==> src/rtl/uart_boot_loader_if.sv <==
// Signals between the boot loader and its neighbours: board switch, buart receiver, j1 memory/UART strobes, RAM port A.
interface uart_boot_loader_if #(
   parameter int unsigned ADDR_W = 12
);
   logic              boot_req;
   logic              uart_valid;
   logic [7:0]        uart_data;
   logic              uart_rd;
   logic              cpu_uart_rd;
   logic [15:0]       cpu_addr;
   logic [15:0]       cpu_d;
   logic              cpu_wr;
   logic [ADDR_W-1:0] ram_addr;
   logic [15:0]       ram_d;
   logic              ram_wr;
   logic              cpu_resetq;
   logic              busy;
   logic              done;
   logic              err;

   modport slave (
      input  boot_req, uart_valid, uart_data, cpu_uart_rd, cpu_addr, cpu_d, cpu_wr,
      output uart_rd, ram_addr, ram_d, ram_wr, cpu_resetq, busy, done, err
   );

   modport master (
      output boot_req, uart_valid, uart_data, cpu_uart_rd, cpu_addr, cpu_d, cpu_wr,
      input  uart_rd, ram_addr, ram_d, ram_wr, cpu_resetq, busy, done, err
   );
endinterface

==> src/rtl/uart_boot_loader.sv <==
// UART boot sequencer owning RAM port A during a session, transparent CPU mux otherwise; LOADER_CSUM_EN adds a trailing checksum byte.
// IDLE passthrough is zero latency; one byte per two cycles at most, stalls while uart_valid is low and errors after TIMEOUT idle cycles.
module uart_boot_loader #(
   parameter int unsigned ADDR_W  = 12,
   parameter logic [7:0]  SYNC    = 8'hA5,
   parameter int unsigned TIMEOUT = 50_000_000
) (
   input  logic              clk,
   input  logic              resetq,
   uart_boot_loader_if.slave bus
);
   localparam int unsigned TMO_W = $clog2(TIMEOUT + 1);
   localparam logic [TMO_W-1:0] TMO_LAST = TMO_W'(TIMEOUT - 1);

   typedef enum logic [3:0] {
      ST_IDLE, ST_SYNC, ST_LEN_H, ST_LEN_L, ST_DAT_H, ST_DAT_L, ST_CSUM, ST_FINISH, ST_ERROR
   } state_t;

`ifdef LOADER_CSUM_EN
   localparam state_t ST_AFTER_DATA = ST_CSUM;
`else
   localparam state_t ST_AFTER_DATA = ST_FINISH;
`endif

   state_t            state_q, state_d;
   logic              gap_q, gap_d;
   logic [7:0]        byte_q, byte_d;
   logic [7:0]        hi_q, hi_d;
   logic [15:0]       cnt_q, cnt_d;
   logic [ADDR_W-1:0] ptr_q, ptr_d;
   logic [TMO_W-1:0]  tmo_q, tmo_d;
   logic              err_q, err_d;
   logic              sync1_q, sync2_q, prev_q;
`ifdef LOADER_CSUM_EN
   logic [7:0]        sum_q, sum_d;
`endif

   logic        boot_edge;
   logic        start;
   logic [15:0] len_w;
   logic        unused_addr_bits;

   assign boot_edge        = sync2_q & ~prev_q;
   assign len_w            = {cnt_q[15:8], byte_q};
   assign bus.err          = err_q;
   assign unused_addr_bits = ^{bus.cpu_addr[15:ADDR_W+1], bus.cpu_addr[0]};

   always_comb begin
      state_d = state_q;
      gap_d   = gap_q;
      byte_d  = byte_q;
      hi_d    = hi_q;
      cnt_d   = cnt_q;
      ptr_d   = ptr_q;
      tmo_d   = tmo_q;
      err_d   = err_q;
`ifdef LOADER_CSUM_EN
      sum_d   = sum_q;
`endif
      start          = 1'b0;
      bus.uart_rd    = 1'b0;
      bus.ram_addr   = ptr_q;
      bus.ram_d      = {hi_q, byte_q};
      bus.ram_wr     = 1'b0;
      bus.cpu_resetq = 1'b0;
      bus.busy       = 1'b1;
      bus.done       = 1'b0;

      case (state_q)
         ST_IDLE: begin
            // Strobes are gated by resetq so nothing leaks to RAM/UART while the board is held in reset.
            bus.busy       = 1'b0;
            bus.cpu_resetq = resetq;
            bus.ram_addr   = bus.cpu_addr[ADDR_W:1];
            bus.ram_d      = bus.cpu_d;
            bus.ram_wr     = bus.cpu_wr & resetq;
            bus.uart_rd    = bus.cpu_uart_rd & resetq;
            start          = boot_edge;
         end
         ST_ERROR:  start = boot_edge;
         ST_FINISH: begin
            bus.done = 1'b1;
            state_d  = ST_IDLE;
         end
         default: begin
            tmo_d = tmo_q + 1'b1;
            if (gap_q) begin
               // The latched byte is acted on in the gap cycle, so RAM writes land one cycle after the read strobe.
               gap_d = 1'b0;
               case (state_q)
                  ST_SYNC:  if (byte_q == SYNC) state_d = ST_LEN_H;
                  ST_LEN_H: begin
                     cnt_d   = {byte_q, 8'h00};
                     state_d = ST_LEN_L;
                  end
                  ST_LEN_L: begin
                     cnt_d   = len_w;
                     state_d = (len_w == 16'd0) ? ST_AFTER_DATA : ST_DAT_H;
                  end
                  ST_DAT_H: begin
                     hi_d    = byte_q;
                     state_d = ST_DAT_L;
                  end
                  ST_DAT_L: begin
                     bus.ram_wr = 1'b1;
                     ptr_d      = ptr_q + 1'b1;
                     cnt_d      = cnt_q - 16'd1;
                     state_d    = (cnt_q == 16'd1) ? ST_AFTER_DATA : ST_DAT_H;
                  end
`ifdef LOADER_CSUM_EN
                  ST_CSUM: begin
                     if (byte_q == sum_q) begin
                        state_d = ST_FINISH;
                     end else begin
                        state_d = ST_ERROR;
                        err_d   = 1'b1;
                     end
                  end
`endif
                  default: state_d = state_q;
               endcase
            end else if (bus.uart_valid) begin
               bus.uart_rd = 1'b1;
               byte_d      = bus.uart_data;
               gap_d       = 1'b1;
               tmo_d       = '0;
            end else if (tmo_q == TMO_LAST) begin
               state_d = ST_ERROR;
               err_d   = 1'b1;
            end
         end
      endcase

`ifdef LOADER_CSUM_EN
      if (gap_q && (state_q inside {ST_LEN_H, ST_LEN_L, ST_DAT_H, ST_DAT_L}))
         sum_d = sum_q + byte_q;
`endif

      if (start) begin
         state_d = ST_SYNC;
         err_d   = 1'b0;
         ptr_d   = '0;
         cnt_d   = '0;
         tmo_d   = '0;
         gap_d   = 1'b0;
`ifdef LOADER_CSUM_EN
         sum_d   = '0;
`endif
      end
   end

   always_ff @(posedge clk or negedge resetq) begin
      if (!resetq) begin
         state_q <= ST_IDLE;
         gap_q   <= 1'b0;
         byte_q  <= '0;
         hi_q    <= '0;
         cnt_q   <= '0;
         ptr_q   <= '0;
         tmo_q   <= '0;
         err_q   <= 1'b0;
         sync1_q <= 1'b0;
         sync2_q <= 1'b0;
         prev_q  <= 1'b0;
`ifdef LOADER_CSUM_EN
         sum_q   <= '0;
`endif
      end else begin
         state_q <= state_d;
         gap_q   <= gap_d;
         byte_q  <= byte_d;
         hi_q    <= hi_d;
         cnt_q   <= cnt_d;
         ptr_q   <= ptr_d;
         tmo_q   <= tmo_d;
         err_q   <= err_d;
         sync1_q <= bus.boot_req;
         sync2_q <= sync1_q;
         prev_q  <= sync2_q;
`ifdef LOADER_CSUM_EN
         sum_q   <= sum_d;
`endif
      end
   end
endmodule

==> src/flat_wrapper.sv <==
// flat-port wrapper written by rule: the top's interface ports become plain ports
module uart_boot_loader_flat 
#(
   parameter int unsigned ADDR_W  = 12,
   parameter logic [7:0]  SYNC    = 8'hA5,
   parameter int unsigned TIMEOUT = 50_000_000
)
  (clk, resetq, bus_boot_req, bus_uart_valid, bus_uart_data, bus_cpu_uart_rd, bus_cpu_addr, bus_cpu_d, bus_cpu_wr, bus_uart_rd, bus_ram_addr, bus_ram_d, bus_ram_wr, bus_cpu_resetq, bus_busy, bus_done, bus_err);
  uart_boot_loader_if #(.ADDR_W(ADDR_W)) bus_i ();
  input  logic clk;
  input  logic resetq;
  input wire logic [$bits(bus_i.boot_req)-1:0] bus_boot_req;
  input wire logic [$bits(bus_i.uart_valid)-1:0] bus_uart_valid;
  input wire logic [$bits(bus_i.uart_data)-1:0] bus_uart_data;
  input wire logic [$bits(bus_i.cpu_uart_rd)-1:0] bus_cpu_uart_rd;
  input wire logic [$bits(bus_i.cpu_addr)-1:0] bus_cpu_addr;
  input wire logic [$bits(bus_i.cpu_d)-1:0] bus_cpu_d;
  input wire logic [$bits(bus_i.cpu_wr)-1:0] bus_cpu_wr;
  output wire logic [$bits(bus_i.uart_rd)-1:0] bus_uart_rd;
  output wire logic [$bits(bus_i.ram_addr)-1:0] bus_ram_addr;
  output wire logic [$bits(bus_i.ram_d)-1:0] bus_ram_d;
  output wire logic [$bits(bus_i.ram_wr)-1:0] bus_ram_wr;
  output wire logic [$bits(bus_i.cpu_resetq)-1:0] bus_cpu_resetq;
  output wire logic [$bits(bus_i.busy)-1:0] bus_busy;
  output wire logic [$bits(bus_i.done)-1:0] bus_done;
  output wire logic [$bits(bus_i.err)-1:0] bus_err;
  assign bus_i.boot_req = bus_boot_req;
  assign bus_i.uart_valid = bus_uart_valid;
  assign bus_i.uart_data = bus_uart_data;
  assign bus_i.cpu_uart_rd = bus_cpu_uart_rd;
  assign bus_i.cpu_addr = bus_cpu_addr;
  assign bus_i.cpu_d = bus_cpu_d;
  assign bus_i.cpu_wr = bus_cpu_wr;
  assign bus_uart_rd = bus_i.uart_rd;
  assign bus_ram_addr = bus_i.ram_addr;
  assign bus_ram_d = bus_i.ram_d;
  assign bus_ram_wr = bus_i.ram_wr;
  assign bus_cpu_resetq = bus_i.cpu_resetq;
  assign bus_busy = bus_i.busy;
  assign bus_done = bus_i.done;
  assign bus_err = bus_i.err;
  uart_boot_loader #(.ADDR_W(ADDR_W), .SYNC(SYNC), .TIMEOUT(TIMEOUT)) u_core (.clk(clk), .resetq(resetq), .bus(bus_i));
endmodule
==> config.mk <==
export PLATFORM = sky130hd
export DESIGN_NAME = uart_boot_loader_flat
export DESIGN_NICKNAME = d
export VERILOG_FILES = /design/src/rtl/uart_boot_loader_if.sv /design/src/rtl/uart_boot_loader.sv /design/src/flat_wrapper.sv
export SDC_FILE = /design/constraint.sdc
export NUM_CORES = 1
export LEC_CHECK = 0
export ABC_AREA = 1
export BUFFER_PORTS_ARGS = -buffer_cell sky130_fd_sc_hd__clkbuf_2
export CAP_MARGIN = 20
export CORE_ASPECT_RATIO = 0.7
export CORE_UTILIZATION = 59
export CTS_BUF_LIST = sky130_fd_sc_hd__clkbuf_4
export DETAILED_ROUTE_END_ITERATION = 10
export GPL_ROUTABILITY_DRIVEN = 0
export GPL_TIMING_DRIVEN = 0
export PLACE_DENSITY_LB_ADDON = 0.05
export SYNTH_ARGS = -nofsm -noshare
export SYNTH_HDL_FRONTEND = slang
export SYNTH_SLANG_ARGS = --single-unit
==> constraint.sdc <==
create_clock -name clk -period 1.95 [get_ports clk]
set_input_delay 0.195 -clock clk [delete_from_list [all_inputs] [get_ports clk]]
set_output_delay 0.195 -clock clk [all_outputs]
set_load 0.03 [all_outputs]
==> metrics.txt <==
Die Area between 8000 and 9000 sq um; flops & latches, synth 79; Worst-path clk slew roughly 160 ps; cell taking the most area after synthesis dfrtp_1; Startpoint Class flip-flop; # diodes 0; failing checks negative setup slack; pre-CTS setup slack -56.0 ps; Die H 78.0 um; CTS H-tree depth 3; Worst EP arrival just under 2000 ps; clock latency on the worst-skew pair 460 ps; Seq/Total Area, Yosys 40.6%; critical path capture point type output port; Initial Utilization 61.4%; Routed WL 18700 um; Final setup viols 36; Worst Clk Skew roughly 30 ps; Slew Limit Headroom a little under three fifths; Area Growth Syn to Fin 34.2%; fin nets 890; crit path time final between 2000 and 2500 ps; Synth Instances around 710; HPWL Detailed 9900 um; Hold Path Class input port to flip-flop; via/cell ratio about 6.3; max_cap viols 0; initial antenna violation count 0; share of cells above drive strength 1 28.3%; WL per Instance 19.8 um; Std-Cell Rows 27; DRT Pass-1 Iters 7; Critical Path RT about 1800 ps; Chip Width between 100 and 150 um; Post-synth ARST share 100%; largest net degree at the start of global routing 43; post-synth net total approximately 760; Worst Max-Slew Pin Slew roughly 660 ps; Util after Layout between 80% and 90%; I/O pins 80; RSZ-0062 raised after global routing true; Post-Synthesis Cell Area approximately 4900 sq um; syn_area_per_cell between 6 and 7 sq um; Critical path origin u_core.state_q[3]$_DFFE_PN0P_; clock tree buffer depth 2; Final ANT Viol Nets 0; share of the synthesized area in the top cell type 40.6%; area occupied by multi-input gates 2760 sq um; Worst VDD drop 1.72 mV; via count 5952; yosys warns 0; PortBufs 75; FMAX 0.457 GHz; Initial DRC Count around 910; WS Path Type flip-flop to output port; Placed Area 5400 sq um; CTS sink count 79; Fill cells slightly above 400; Design Area, Final roughly 6500 sq um; first-pass GRT wire length 24300 um; PnR worst setup slack -237 ps; Total GRT Usage between 30 and 40%; FF+latch area 1980 sq um; core region area just under 8000 sq um; root buf cell clkbuf_4; Most used DFF post-synth dfrtp_1; CTS Buf Count 9; Post-synth EDFFs 0; CTS tree built; Critical Path Fanout Max 5; fin crit share 112%; start point of the worst min-delay path bus_uart_data[0]; WHS ~65 ps; post-synth cell types 39; Remaining Overflow, GRT 0; status finished, violations left; static leakage between 3 and 4 nW; most area-consuming cells after synthesis dfrtp_1, nand2_1, nor2_1, inv_1, o21ai_0; vias in the first global route 4962; Max Slew Vio Count 0; Hold Vio Cnt, Final 0; DRC 0; Reg2Reg Launch Point u_core.state_q[1]$_DFFE_PN0P_; PwrDens around 1600 nW/um^2
-- metrics by stage --
step           std cells  power (W)  TNS [ps]
2_1_floorplan        714    0.00561         0
3_3_place_gp         890    0.00672    -11040
3_5_place_dp         891    0.00684      -177
4_1_cts              933    0.00898     -2440
5_1_grt              945     0.0109     -6760
6_report             945     0.0105     -5460
-- cell type report --
class | count | area share, %
Sequential cell | 79 | 30.3
Clock inverter | 6 | 1.32
Tap cell | 101 | 1.93
Clock buffer | 9 | 1.03
Buffer | 13 | 2.05
Timing Repair Buffer | 115 | 15.6
Inverter | 94 | 5.60
Multi-Input combinational cell | 528 | 42.1
-- kinds of logic (layout without fill, tap and decap cells) --
| logic type | Yosys count | in the layout | share of synthesized area [%] |
|---|---|---|---|
| buffers and inverters | 107 | 237 | 8.78 |
| XOR/XNOR | 3 | 3 | 0.539 |
| AO/OA/AOI/OAI | 118 | 118 | 12.7 |
| adder cells (fa/ha/maj) | 4 | 4 | 1.03 |
| flip-flops | 79 | 79 | 40.6 |
| AND/OR/NAND/NOR | 403 | 403 | 36.4 |
-- per-layer routing --
layer	track usage, %	up-vias	part of all wire [%]
met3	7.80	158	13
met2	57.3	567	42
met5	0	-	0
met4	12.7	0	7.1
li1	-	2555	-
met1	48.2	2672	37
-- synth_stat cells, drive strengths merged, types with 2 or more instances --
master and number:
nand2 228, inv 93, nor2 93, dfrtp 79
o21ai 67, nand3 41, a21oi 37, nor3 19
nand4 16, buf 10, ha 4, o22ai 4
clkbuf 3, o21bai 3, xor2 3, a31oi 2
nor4 2
-- flip-flops by register name, indices dropped and copies added, names as in the netlist --
register,count
u_core.gap_q,1
u_core.ptr_q,12
u_core.bus.err,1
u_core.sync1_q,1
u_core.sync2_q,1
u_core.prev_q,1
u_core.tmo_q,26
u_core.cnt_q,16
u_core.hi_q,8
u_core.byte_q,8
u_core.state_q,4
-- critical path: stages, from the launching register on --
cell     delay (ps)
dfrtp_1         430
inv_1           150
nand2_4         110
nor2_4          170
buf_4           170
buf_8           130
nand2_1          70
nand2_1         120
buf_4           170
-- power breakdown --
group	switching [W]	internal, W
sequential	0.000468	0.00205
combinational	0.00430	0.00256
clock	0.000632	0.000511
total	0.00540	0.00512
-- timing repair --
item	in CTS	in global routing
hold buffers	10	0
setup buffers	12	11
hold endpoints to repair	45	0
setup endpoints to repair	32	64
pin swaps	11	16
resized for setup	119	124
cloned	5	1
-- path summary, 6_finish.rpt --
kind / endpoint / slack (ps) / cells after the start
min in group asynchronous: u_core.state_q[1]$_DFFE_PN0P_ / 340 / 3
setup reg to reg: u_core.ptr_q[8]$_DFFE_PN0P_ / -80 / 12
max in group asynchronous: u_core.state_q[0]$_DFFE_PN0P_ / 1370 / 3
setup / recovery: bus_ram_addr[11] / -240 / 8
hold / removal: u_core.byte_q[0]$_DFFE_PN0P_ / 70 / 3
hold reg to reg: u_core.sync2_q$_DFF_PN0_ / 380 / 0
-- placed cells by master (no fill, tap or decap), drive strengths merged, types with 19 or more instances in the layout --
cell type    n
a21oi       37
buf         73
clkbuf      55
dfrtp       79
inv         93
nand2      228
nand3       41
nor2        93
nor3        19
o21ai       67
(Power assumes the default switching activity.)
